--- src/rtl/cm16_ctl_pkg.sv ---
// Shared constants, helpers and response types for the 16x40 CAM controller.
package cm16_ctl_pkg;

  localparam int NUM_ENT = 16;
  localparam int IDX_W   = 4;
  localparam int DATA_W  = 40;
  localparam int KEY_LSB = 8;

  // Binary index to one-hot wordline.
  function automatic logic [15:0] onehot16(input logic [3:0] idx);
    return 16'd1 << idx;
  endfunction

  // One-hot (or all-zero) vector to binary index; all-zero encodes to 0.
  function automatic logic [3:0] enc16(input logic [15:0] oh);
    logic [3:0] r;
    r = '0;
    for (int i = 0; i < 16; i++) begin
      if (oh[i]) r = r | i[3:0];
    end
    return r;
  endfunction

  typedef struct packed {
    logic             vld;
    logic             hit;
    logic [IDX_W-1:0] idx;
    logic             multi;
  } lkup_rsp_t;

  typedef struct packed {
    logic              vld;
    logic [DATA_W-1:0] data;
  } rd_rsp_t;

endpackage

--- src/rtl/cm16_ctl_penc.sv ---
// 16-bit lowest-set priority encoder with any / more-than-one outputs.
// MULTI_EN=0 removes the multiple-bit detection and ties multi_o low.
module cm16_ctl_penc
  import cm16_ctl_pkg::*;
#(
  parameter bit MULTI_EN = 1'b1
) (
  input  logic [15:0] vec_i,
  output logic [3:0]  idx_o,
  output logic        any_o,
  output logic        multi_o
);

  logic [15:0] lowest;

  // Isolate the lowest set bit, then encode it.
  always_comb begin
    lowest = vec_i & (~vec_i + 16'd1);
    idx_o  = enc16(lowest);
    any_o  = |vec_i;
  end

  generate
    if (MULTI_EN) begin : g_multi
      // More than one bit set: clearing the lowest still leaves something.
      assign multi_o = |(vec_i & (vec_i - 16'd1));
    end else begin : g_no_multi
      assign multi_o = 1'b0;
    end
  endgenerate

endmodule

--- src/rtl/iop_cm16x40_ctl.sv ---
// Sequencing / allocation controller for a 16-entry x 40-bit dual-ported CAM.
// Owns the entry valid vector, allocates the lowest free entry, issues
// registered one-hot write/read/lookup commands to the CAM and returns
// lookup and read responses three cycles after grant.
// Optional feature: define CAM16_CTL_MULTIHIT_CHK_EN to compute lkup_multi;
// otherwise lkup_multi is tied 0 and the multi-hit detector is not built.
module iop_cm16x40_ctl #(
  parameter int NUM_ENT = 16
) (
  input  logic               rclk,
  input  logic               rst_l,
  input  logic               alloc_req,
  input  logic [39:0]        alloc_data,
  output logic               alloc_gnt,
  output logic [3:0]         alloc_idx,
  input  logic               dealloc_vld,
  input  logic [3:0]         dealloc_idx,
  output logic               dealloc_err,
  input  logic               lkup_req,
  input  logic [39:8]        lkup_key,
  output logic               lkup_gnt,
  output logic               lkup_rsp_vld,
  output logic               lkup_hit,
  output logic [3:0]         lkup_hit_idx,
  output logic               lkup_multi,
  input  logic               rd_req,
  input  logic [3:0]         rd_idx,
  output logic               rd_gnt,
  output logic               rd_rsp_vld,
  output logic [39:0]        rd_data,
  output logic [NUM_ENT-1:0] valid_vec,
  output logic               full,
  output logic               empty,
  output logic [NUM_ENT-1:0] cam_adr_w,
  output logic [39:0]        cam_din,
  output logic               cam_write_en,
  output logic [NUM_ENT-1:0] cam_adr_r,
  output logic               cam_read_en,
  output logic               cam_lookup_en,
  output logic [39:8]        cam_key,
  input  logic [NUM_ENT-1:0] cam_match,
  input  logic [39:0]        cam_dout
);

  import cm16_ctl_pkg::*;

`ifdef CAM16_CTL_MULTIHIT_CHK_EN
  localparam bit MULTI_EN = 1'b1;
`else
  localparam bit MULTI_EN = 1'b0;
`endif

  // Request/grant handshake: every *_req is sampled each cycle and its *_gnt
  // is a same-cycle combinational answer; a request is taken exactly in a
  // cycle where req and gnt are both high, and nothing is queued on a deny,
  // so the requester must hold or retry the request itself.

  logic [NUM_ENT-1:0] valid_q, valid_d;
  logic               dealloc_err_q;
  logic [NUM_ENT-1:0] cam_adr_w_q, cam_adr_r_q;
  logic [39:0]        cam_din_q;
  logic               cam_write_en_q, cam_read_en_q, cam_lookup_en_q;
  logic [39:8]        cam_key_q;
  logic               lk_vld1_q, lk_vld2_q;
  logic [NUM_ENT-1:0] lk_mask1_q, lk_mask2_q;
  logic               rd_vld1_q, rd_vld2_q;
  lkup_rsp_t          lkup_rsp_q, lkup_rsp_d;
  rd_rsp_t            rd_rsp_q, rd_rsp_d;

  logic [3:0]         free_idx;
  logic               free_any;
  logic               free_multi_unused;
  logic [NUM_ENT-1:0] hit_vec;
  logic [3:0]         hit_idx;
  logic               hit_any;
  logic               hit_multi;
  logic               dealloc_hit;
  logic [NUM_ENT-1:0] alloc_mask, dealloc_mask;

  // Free-entry selection: lowest clear bit of the valid vector.
  cm16_ctl_penc #(.MULTI_EN(1'b0)) u_free_penc (
    .vec_i   (~valid_q),
    .idx_o   (free_idx),
    .any_o   (free_any),
    .multi_o (free_multi_unused)
  );

  // Hit selection on the CAM match vector masked by the piped valid snapshot.
  cm16_ctl_penc #(.MULTI_EN(MULTI_EN)) u_hit_penc (
    .vec_i   (hit_vec),
    .idx_o   (hit_idx),
    .any_o   (hit_any),
    .multi_o (hit_multi)
  );

  // Grants, valid-vector update and response next-state.
  always_comb begin
    full         = ~free_any;
    empty        = ~|valid_q;
    alloc_gnt    = alloc_req & ~full;
    alloc_idx    = free_idx;
    lkup_gnt     = lkup_req;
    rd_gnt       = rd_req & ~(alloc_gnt & (rd_idx == alloc_idx));
    dealloc_hit  = dealloc_vld & valid_q[dealloc_idx];
    alloc_mask   = alloc_gnt ? onehot16(alloc_idx) : '0;
    dealloc_mask = dealloc_hit ? onehot16(dealloc_idx) : '0;
    valid_d      = (valid_q & ~dealloc_mask) | alloc_mask;
    hit_vec      = lk_mask2_q & cam_match & {NUM_ENT{lk_vld2_q}};

    lkup_rsp_d       = '0;
    lkup_rsp_d.vld   = lk_vld2_q;
    lkup_rsp_d.hit   = hit_any;
    lkup_rsp_d.idx   = hit_idx;
    lkup_rsp_d.multi = hit_multi;

    rd_rsp_d      = rd_rsp_q;
    rd_rsp_d.vld  = rd_vld2_q;
    if (rd_vld2_q) rd_rsp_d.data = cam_dout;
  end

  // State, CAM command registers and response pipelines.
  always_ff @(posedge rclk or negedge rst_l) begin
    if (!rst_l) begin
      valid_q         <= '0;
      dealloc_err_q   <= 1'b0;
      cam_adr_w_q     <= '0;
      cam_din_q       <= '0;
      cam_write_en_q  <= 1'b0;
      cam_adr_r_q     <= '0;
      cam_read_en_q   <= 1'b0;
      cam_lookup_en_q <= 1'b0;
      cam_key_q       <= '0;
      lk_vld1_q       <= 1'b0;
      lk_vld2_q       <= 1'b0;
      lk_mask1_q      <= '0;
      lk_mask2_q      <= '0;
      rd_vld1_q       <= 1'b0;
      rd_vld2_q       <= 1'b0;
      lkup_rsp_q      <= '0;
      rd_rsp_q        <= '0;
    end else begin
      valid_q         <= valid_d;
      dealloc_err_q   <= dealloc_vld & ~valid_q[dealloc_idx];
      cam_write_en_q  <= alloc_gnt;
      cam_adr_w_q     <= alloc_mask;
      cam_din_q       <= alloc_gnt ? alloc_data : '0;
      cam_read_en_q   <= rd_gnt;
      cam_adr_r_q     <= rd_gnt ? onehot16(rd_idx) : '0;
      cam_lookup_en_q <= lkup_req;
      cam_key_q       <= lkup_req ? lkup_key : '0;
      // Snapshot taken before this cycle's alloc/dealloc lands.
      lk_vld1_q       <= lkup_req;
      lk_mask1_q      <= valid_q;
      lk_vld2_q       <= lk_vld1_q;
      lk_mask2_q      <= lk_mask1_q;
      rd_vld1_q       <= rd_gnt;
      rd_vld2_q       <= rd_vld1_q;
      lkup_rsp_q      <= lkup_rsp_d;
      rd_rsp_q        <= rd_rsp_d;
    end
  end

  assign dealloc_err   = dealloc_err_q;
  assign valid_vec     = valid_q;
  assign cam_adr_w     = cam_adr_w_q;
  assign cam_din       = cam_din_q;
  assign cam_write_en  = cam_write_en_q;
  assign cam_adr_r     = cam_adr_r_q;
  assign cam_read_en   = cam_read_en_q;
  assign cam_lookup_en = cam_lookup_en_q;
  assign cam_key       = cam_key_q;
  assign lkup_rsp_vld  = lkup_rsp_q.vld;
  assign lkup_hit      = lkup_rsp_q.hit;
  assign lkup_hit_idx  = lkup_rsp_q.idx;
  assign lkup_multi    = lkup_rsp_q.multi;
  assign rd_rsp_vld    = rd_rsp_q.vld;
  assign rd_data       = rd_rsp_q.data;

endmodule

--- config.mk ---
export PLATFORM = sky130hd
export DESIGN_NAME = iop_cm16x40_ctl
export DESIGN_NICKNAME = d
export VERILOG_FILES = /design/src/rtl/cm16_ctl_pkg.sv /design/src/rtl/cm16_ctl_penc.sv /design/src/rtl/iop_cm16x40_ctl.sv
export SDC_FILE = /design/constraint.sdc
export NUM_CORES = 1
export LEC_CHECK = 0
export BUFFER_PORTS_ARGS = -buffer_cell sky130_fd_sc_hd__buf_2
export CAP_MARGIN = 20
export CELL_PAD_IN_SITES_DETAIL_PLACEMENT = 1
export CELL_PAD_IN_SITES_GLOBAL_PLACEMENT = 1
export CORE_UTILIZATION = 39
export CTS_CLUSTER_SIZE = 16
export DETAILED_ROUTE_END_ITERATION = 8
export HOLD_SLACK_MARGIN = 0.08
export PLACE_DENSITY = 0.92
export SLEW_MARGIN = 20
export SYNTH_ARGS = -nofsm -noshare
export SYNTH_HDL_FRONTEND = slang
export SYNTH_SLANG_ARGS = --single-unit
--- constraint.sdc ---
create_clock -name rclk -period 4.39 [get_ports rclk]
set_input_delay 0.2195 -clock rclk [delete_from_list [all_inputs] [get_ports rclk]]
set_output_delay 0.2195 -clock rclk [all_outputs]
set_load 0.05 [all_outputs]
; After elaboration in Yosys (flattened, before gate mapping)
; Index checks and enable logic that the tools add are counted.
[word_totals]
regBits = 205
in_bits = 142
output_inout_bits = 181
word_cells = 84
[classes]
addsub = 2
order_cmp = 1
eq_ne = 1
shifts = 3
muxes = 37
bitwise_logic = 18
reduce_logical = 4
[ops]
columns = op, count
row1 = AND 16 bit, 5
row2 = two-way mux 4 bit, 16
row3 = NOT 16 bit, 4
row4 = two-way mux 16 bit, 3
row5 = OR reduction 16 bit, 3
row6 = left shift 1 x 4 -> 16 bit (first input constant), 3
row7 = two-way mux 40 bit, 1
row8 = adder 16 x 1 -> 16 bit (second input constant), 2
row9 = two-way mux 32 bit, 1
row10 = two-way mux 3 bit, 8
row11 = OR 16 bit, 1
row12 = two-way mux 2 bit, 4
row13 = AND 1 bit, 5
row14 = less-than comparator 4 x 5 -> 1 bit (second input constant), 1
row15 = binary-select mux 1 bit (select 4 bit), 1
row16 = == test 4 bit, 1
row17 = two-way mux 1 bit, 3
row18 = NOT 1 bit, 3
row19 = zero test 1 bit, 1

; Longest topological paths before layout
; Gate-level depths: netlist of the first run.
[depth]
depth_word = 24
depth_mapped = 7
depth_no_buf = 7

; Modules after synthesis
; Synthesis of the first run repeated with hierarchy kept, for this count alone.
[unflattened]
hier_cells = 555
area_unflattened_um2 = 7435.9
[by_module_without_submodules]
columns = module, instances, cells_each, area_per_inst_um2, seq_area_each_um2
row1 = iop_cm16x40_ctl, 1, 495, 7043.0, 5154.9
row2 = cm16_ctl_penc, 2, 30, 196.4, 0.0

; Worst setup path after synthesis of the first run
; OpenSTA, ideal clock, no wires.
[synth_timing]
path_type = register -> register
from = register valid_q[3], in the netlist valid_vec[3]
to = register cam_din_q[30], in the netlist cam_din[30]
setup_ns = 0.121
arrival_time_ns = 3.354
required_ns = 4.269
setup_slack_ns = 0.915
stages_incl_launch_ff = 8
path_buffers = 1
period_less_slack_ns = 3.475
cell_sequence = dfrtp_1 and4_2 nand2_1 nor3_1 or2b_4 inv_1 clkbuf_1 and2_1
[synth_between]
elab_chain_len = 4
[synth_lines]
columns = item, line
row1 = "start, declared", iop_cm16x40_ctl.sv:58  ; logic [NUM_ENT-1:0] valid_q, valid_d;
row2 = "start signal, assigned", iop_cm16x40_ctl.sv:142  ; valid_q <= valid_d;
row3 = NOT 16 bit, iop_cm16x40_ctl.sv:82  ; .vec_i (~valid_q),
row4 = OR reduction 16 bit, cm16_ctl_penc.sv:20  ; any_o = |vec_i;
row5 = AND 1 bit, iop_cm16x40_ctl.sv:100  ; alloc_gnt = alloc_req & ~full;
row6 = net alloc_gnt, iop_cm16x40_ctl.sv:14  ; output logic alloc_gnt,
row7 = two-way mux 40 bit, iop_cm16x40_ctl.sv:146  ; cam_din_q <= alloc_gnt ? alloc_data : '0;
row8 = "end signal, assigned", iop_cm16x40_ctl.sv:146
row9 = "end, declared", iop_cm16x40_ctl.sv:61  ; logic [39:0] cam_din_q;
; The timed path passes the listed nets, and every way through them passes these cells.
; A chain may end at the register's enable or synchronous reset.

; Worst setup path after layout of the first run
[layout_timing]
from = register valid_q[3], in the netlist valid_vec[3]
to = register cam_adr_r_q[9], in the netlist cam_adr_r[9]
[layout_between]
elab_chain_len = 22
word_cells_on_any_way = 24
classes_between = add/sub (1) / eq/ne (1) / mux (14) / bitwise (7) / reduce/logical (1)
[layout_lines]
columns = item, line
row1 = NOT 16 bit (*), iop_cm16x40_ctl.sv:82
row2 = NOT 16 bit, cm16_ctl_penc.sv:18  ; lowest = vec_i & (~vec_i + 16'd1);
row3 = adder 16 x 1 -> 16 bit, cm16_ctl_penc.sv:18
row4 = AND 16 bit, cm16_ctl_penc.sv:18
row5 = two-way mux 2 bit, cm16_ctl_pkg.sv:19  ; if (oh[i]) r = r | i[3:0];
row6 = two-way mux 3 bit (4 in a row), cm16_ctl_pkg.sv:19
row7 = two-way mux 4 bit (8 in a row), cm16_ctl_pkg.sv:19
row8 = == test 4 bit, iop_cm16x40_ctl.sv:103  ; rd_gnt = rd_req & ~(alloc_gnt & (rd_idx == alloc_idx));
row9 = AND 1 bit (*), iop_cm16x40_ctl.sv:103
row10 = NOT 1 bit (*), iop_cm16x40_ctl.sv:103
row11 = AND 1 bit (*), iop_cm16x40_ctl.sv:103
row12 = two-way mux 16 bit (*), iop_cm16x40_ctl.sv:148  ; cam_adr_r_q <= rd_gnt ? onehot16(rd_idx) : '0;
row13 = "end signal, assigned", iop_cm16x40_ctl.sv:148
row14 = "end, declared", iop_cm16x40_ctl.sv:60  ; logic [NUM_ENT-1:0] cam_adr_w_q, cam_adr_r_q;
; Every way passes the cells marked *; elsewhere a longest branch is shown, timed or not.

==> impl_metrics.yaml, run 1 <==
detailed_routing:
  drc: 0
  drt_pass1_iterations: 5
  m1WireLength_um: 9980
  routed_wl_um: 27500
  drtAntennaViolNets: 0
  via_per_inst: 5.06
  top_layer_used: "met5"
  wl_met2_um: 14300
  num_vias: 6250
  dr_wl_met3_um: 1850
  routedWlPerCell_um: 22.2
  drt_iter0_markers: 253
setup_path:
  worstPathMaxFanout: 14
  cp-end-kind: "flop"
  rr_worst_depth: 6
  worstReg2RegStart: "valid_vec[3]"
  r2r_end: "cam_adr_r[9]"
  arrival_ns: 3.47
  cp-start-kind: "flop"
  critical_path_required_ns: 4.76
  critPathKind: "reg -> reg"
  r2r_slack_ns: 1.29
logic_synthesis:
  muxShareOfSynthArea: 0.0761
  syn_area_um2: 7440
  synth_seq_area_share: 0.689
  synth.area.top_cells: "dfrtp_1, and2_1, mux2_2"
  yosys.area.top_type_share: 0.689
  synthAdderAreaFrac: 0
  ys_ff_latch: 205
  synth_edf_count: 0
  ys_async_sr_fraction: 1.00
  synth.distinct_cells: 56
  synth-xor-area-share: 0.00336
  yosysWarnings: 0
  synth_cells: 539
  synth_fp_nets: 681
  yosysTopAreaCell: "dfrtp_1"
  synth_flop_cell: "dfrtp_1"
  synth-compound-area-share: 0.0588
  synth.avg_cell_area_um2: 13.8
  yosys.area_share.simple: 0.154
  synth_top_family_by_area: "simple AND/OR/NAND/NOR gates"
die:
  die_y_um: 140
  start_util: 0.398
  dieArea_um2: 19600
  rows: 50
  core_area_um2: 18700
  die_width_um: 140
  io_pins: 323
power:
  p_per_area_nw_per_um2: 589
  peakVddDrop_mv: 0.351
  p_leak_nw: 5.65
  total_power_mw: 6.60
flow_run:
  maxCapViolCount: 0
final_layout:
  final_net_count: 1130
  multi_input_comb_area_um2: 2180
  final_cell_mix: "buf_2, dfrtp_1, dlygate4sd3_1"
  fillCellCount: 1947
  regArea_um2: 5130
  drive_gt1_frac: 0.419
  area_growth_pct: 50.4
  final_cells: 1236
  final_common_cell: "buf_2"
timing:
  slew_violations: 0
  finalClockSkew_ns: 0.0113
  min_period_ns: 3.10
  max_freq_mhz: 323
  finalSetupViolCount: 0
  rsz0062_at_grt: "false"
  period_share: 0.706
  hold_viol_final: 0
  slew_headroom: 0.449
  worst_pin_slew_ns: 0.827
  tns_ns: 0
global_route:
  antenna_found_initial: 3
  grt_pass1_wl_um: 42600
  grt_pass1_vias: 7280
  grt_overflow_total: 0
  grt_usage: 0.287
  grt_max_degree: 109
cts:
  h-tree-depth: 1
  cts_tree: "yes"
  cts-buffers-inserted: 23
  clk_pin_slew_ns: 0.06
  hold_buffers: 119
  cts.sinks: 205
  cts_resized: 0
  cts_buffer_depth: 3
  cts_root_buf: "clkbuf_16"
  clk_latency_ns: 0.50
  cts_post_setup_buffers_inserted: 0
min_path:
  hp-class: "in -> reg"
  hold_end: "dealloc_err"
  min_from: "dealloc_idx[3]"
  hold_path_depth: 3
place:
  dp_hpwl_um: 16500
  routabilityCongestion: 0.910
  placed_cells: 1077
  port-buffer-count: 321
run_status:
  outcome: "completed"
==> cell families (layout without fill, tap and decap cells) <==
group	Yosys count	after routing
flops	205	205
simple gates	192	192
compound gates	64	64
mux	45	45
buf+inv	30	492
xor+xnor	2	2
other cells	1	2
==> state kept, by name (all words and copies together), names as in the netlist <==
register      cells
cam_din          40
rd_data          40
cam_key          32
cam_adr_r        16
cam_adr_w        16
lk_mask1_q       16
lk_mask2_q       16
valid_vec        16
lkup_hit_idx      4
cam_write_en      1
dealloc_err       1
lk_vld1_q         1
lk_vld2_q         1
lkup_hit          1
lkup_rsp_vld      1
rd_rsp_vld        1
rd_vld1_q         1
rd_vld2_q         1
==> cells in the mapped netlist, types with 5 or more instances <==
| library cell | count |
|---|---|
| a21boi_0 | 5 |
| a21o_1 | 10 |
| a21oi_1 | 8 |
| and2_1 | 72 |
| clkbuf_1 | 10 |
| dfrtp_1 | 205 |
| inv_1 | 11 |
| mux2_2 | 40 |
| nand2_1 | 36 |
| nand2b_1 | 6 |
| nand3_1 | 6 |
| nand4_1 | 5 |
| nor2_1 | 10 |
| nor3_1 | 12 |
| nor4_1 | 15 |
| o21ai_0 | 21 |
==> critical path: stages (launching register included) <==
cell           delay, ns
dfrtp_1             0.52
nand4_1             0.26
nor3_1              0.40
a311o_2             0.48
nor3b_2             0.58
nor4_1              0.13
dlygate4sd3_1       0.61
==> final cells by class <==
type                    count  area share
clock inverters             8     0.00581
inverters                  11     0.00369
well taps                 234      0.0262
flip-flops and latches    205       0.458
repair buffers            443       0.254
clock buffers              30      0.0564
diodes                      1    0.000224
multi-input cells         304       0.195
==> metrics by stage <==
stage	area (um2)	setup WS [ns]	hold WS, ns	util
3_5_place_dp	9290	1.62	0.339	0.497
5_1_grt	11200	1.12	0.142	0.599
3_3_place_gp	9290	1.76	0.334	0.497
4_1_cts	11200	1.25	0.0929	0.598
6_report	11200	1.29	0.127	0.599
2_1_floorplan	7440	0.915	-0.0761	-
==> per-layer routing <==
layer	track usage	up-vias
met1	0.318	3093
met2	0.521	299
met5	0	-
met3	0.0670	89
li1	-	2765
met4	0.138	4
==> where the power goes <==
| group | internal [mW] | leakage [nW] | switching (mW) | total [mW] |
|---|---|---|---|---|
| sequential | 2.23 | 2.56 | 0.282 | 2.51 |
| clock | 1.06 | 0.351 | 0.773 | 1.84 |
| combinational | 0.603 | 2.73 | 1.64 | 2.24 |
==> worst max path at each step <==
stage,from,slack (ns),to,depth (start not counted)
final,valid_vec[3],1.29,cam_adr_r[9],6
after floorplan,valid_vec[3],0.92,cam_din[30],7
after detailed placement,valid_vec[0],1.62,valid_vec[9],7
after global routing,valid_vec[3],1.12,cam_adr_r[9],6
after CTS,valid_vec[1],1.25,alloc_gnt,6
after global placement,valid_vec[5],1.76,valid_vec[13],7
Power figures use the tool's default switching activity.
==> inputs of run 2 (changes only) <==
--- a/config.mk
+++ b/config.mk
@@ -5,15 +5,16 @@
 export SDC_FILE = /design/constraint.sdc
 export NUM_CORES = 1
 export LEC_CHECK = 0
+export ABC_AREA = 1
 export BUFFER_PORTS_ARGS = -buffer_cell sky130_fd_sc_hd__buf_2
 export CAP_MARGIN = 20
 export CELL_PAD_IN_SITES_DETAIL_PLACEMENT = 1
 export CELL_PAD_IN_SITES_GLOBAL_PLACEMENT = 1
-export CORE_UTILIZATION = 39
+export CORE_UTILIZATION = 32
 export CTS_CLUSTER_SIZE = 16
 export DETAILED_ROUTE_END_ITERATION = 8
 export HOLD_SLACK_MARGIN = 0.08
-export PLACE_DENSITY = 0.92
+export PLACE_DENSITY = 0.83
 export SLEW_MARGIN = 20
 export SYNTH_ARGS = -nofsm -noshare
 export SYNTH_HDL_FRONTEND = slang
==> constraint.sdc (replaced) <==
create_clock -name rclk -period 2.7 [get_ports rclk]
set_input_delay 0.135 -clock rclk [delete_from_list [all_inputs] [get_ports rclk]]
set_output_delay 0.135 -clock rclk [all_outputs]
set_load 0.05 [all_outputs]
==> run 2 against run 1 <==
Clock power rose by 79%; flip-flop and latch count unchanged; setup slack worse by 1.2 ns; first-iteration DRC count is 57% higher; sequential power grew 63%; wire length is 19% higher; utilization fell by 9.7 points; die area grew 32%; combinational power grew 120%; register-to-register slack got worse by 1.0 ns; critical path depth increased by 6; hold slack lost 0.026 ns.
==> impl_metrics.yaml, run 2 <==
run_status:
  outcome: "completed"
detailed_routing:
  routedWlPerCell_um: 20.3
  drt_pass1_iterations: 4
  via_per_inst: 4.71
  drc: 0
  drt_iter0_markers: 396
  drtAntennaViolNets: 0
  num_vias: 7542
  routed_wl_um: 32600
logic_synthesis:
  muxShareOfSynthArea: 0.0556
  yosys.area_share.simple: 0.212
  synth.avg_cell_area_um2: 10.3
  yosysTopAreaCell: "dfrtp_1"
  synth.distinct_cells: 36
  synth-xor-area-share: 0
  ys_ff_latch: 205
  synth_edf_count: 0
  synth_top_family_by_area: "simple AND/OR/NAND/NOR gates"
  yosysWarnings: 0
  syn_area_um2: 8100
  synth_cells: 788
  synth_common_cells: "dfrtp_1, nand2_1, inv_1, nor2_1, nand3_1"
  ys_async_sr_fraction: 1.00
  synth.area.top_cells: "dfrtp_1, nand2_1, mux2_2"
  synth_flop_cell: "dfrtp_1"
  yosys.area.top_type_share: 0.633
  synth-compound-area-share: 0.0196
  synth_most_common_cell: "dfrtp_1"
  synthAdderAreaFrac: 0
  synth_fp_nets: 930
  synth_seq_area_share: 0.633
timing:
  finalClockSkew_ns: 0.0140
  slew_violations: 0
  hold_slack_ns: 0.101
  period_share: 0.959
  worst_pin_slew_ns: 0.637
  finalSetupViolCount: 0
  min_period_ns: 2.59
  slew_headroom: 0.575
  max_freq_mhz: 386
  hold_viol_final: 0
power:
  peakVddDrop_mv: 0.679
  total_power_mw: 12.2
  p_leak_nw: 6.59
  p_per_area_nw_per_um2: 990
die:
  rows: 57
  io_pins: 323
  die_width_um: 161
  start_util: 0.329
  core_area_um2: 24600
  dieArea_um2: 26000
  die_y_um: 161
cts:
  clk_pin_slew_ns: 0.06
  cts_root_buf: "clkbuf_16"
  cts_buffer_depth: 3
  cts_tree: "yes"
  cts-buffers-inserted: 24
  clk_latency_ns: 0.52
  h-tree-depth: 1
  cts.sinks: 205
setup_path:
  critPathKind: "reg -> out"
  cp-end-kind: "output pin"
  rr_worst_depth: 12
  worstReg2RegStart: "valid_vec[4]"
  arrival_ns: 2.45
  r2r_end: "cam_adr_r[3]"
  r2r_slack_ns: 0.29
  cp-start-kind: "flop"
  worstPathMaxFanout: 7
  critical_path_required_ns: 2.57
final_layout:
  final_util: 0.501
  drive_gt1_frac: 0.376
  final_common_cell: "buf_2"
  final_net_count: 1405
  final_cell_mix: "buf_2, dfrtp_1, dlygate4sd3_1"
  area_growth_pct: 52.2
global_route:
  grt_max_degree: 90
  grt_pass1_vias: 8410
  grt_usage: 0.249
  grt_pass1_wl_um: 49500
  antenna_found_initial: 5
  grt_overflow_total: 0
flow_run:
  maxCapViolCount: 0
min_path:
  hp-class: "in -> async"
place:
  port-buffer-count: 321
  routabilityCongestion: 0.840
  dp_hpwl_um: 19900
## run 2: cell count changes after synthesis, moves of 6 or more
cell      change
inv_1       +103
nor4_1       -10
clkinv_1      +7
nor3_1        +9
nand2_1      +89
nor2_4       +10
o21ai_0       -9
nand2b_1      -6
nand4_1      +24
a21o_1       -10
nand2_2       +8
nor2_1       +87
and2_1       -72
nand3_1      +48
## run 2: what timing repair did
item	4_1_cts	5_1_grt
setup endpoints to repair	1	3
cloned	0	0
pin swaps	1	1
endpoints found under the hold margin	343	0
hold buffers	129	0
setup buffers	1	20
resized for setup	10	20
## run 2: critical path: stages, from the launching register on
cell	delay (ns)
dfrtp_2	0.48
inv_1	0.10
nor3_1	0.34
nand3_1	0.18
nand2_2	0.12
nor2_1	0.04
nand3_1	0.06
nand2_1	0.06
nor2_1	0.14
nand2_2	0.08
nand2_4	0.09
inv_2	0.06
buf_4	0.19
## run 2: worst max path at each step
| stage | slack (ns) | end | start | cells after the start |
|---|---|---|---|---|
| finish | 0.11 | rd_gnt | valid_vec[4] | 12 |
| detailed placement | 0.33 | cam_adr_r[15] | valid_vec[4] | 13 |
| floorplan | 0.13 | rd_vld1_q | valid_vec[6] | 13 |
| global route | -0.04 | rd_gnt | valid_vec[1] | 13 |
| global placement | 0.47 | cam_adr_r[15] | valid_vec[4] | 13 |
| CTS | 0.005 | rd_gnt | valid_vec[4] | 13 |
## run 2: power breakdown
part           total [mW]  switching (mW)  internal, mW
combinational        4.83            3.49          1.34
clock                3.30            1.30          2.00
sequential           4.08           0.435          3.65
## run 2: area by class of cell
class,count,area (um2)
diodes,3,7.51
clock buffers,33,706
clock inverters,5,81.3
fillers,2807,12300
inverters,122,458
multi-input cells,432,2380
flip-flops and latches,205,5150
well taps,324,405
repair buffers,478,3140
## run 2: kinds of logic after synthesis
family,after synthesis
other,1
DFF,205
buffers and inverters,151
muxes,40
AOI/OAI and AO/OA,28
and+or+nand+nor,363
## run 2: layer usage
layer	global-route usage	share of wire
met1	0.273	0.37
met2	0.457	0.52
met3	0.0532	0.059
met4	0.119	0.049
met5	0	0.00083
## run 2: stage by stage
stage	instance area (um2)	TNS (ns)	std cells	worst slack (ns)
after global placement	10000	0	1411	0.468
after global routing	12300	-0.0357	1602	-0.0357
final	12300	0	1602	0.110
after CTS	12100	0	1579	0.00483
after floorplan	8100	0	788	0.135
after detailed placement	10000	0	1411	0.334
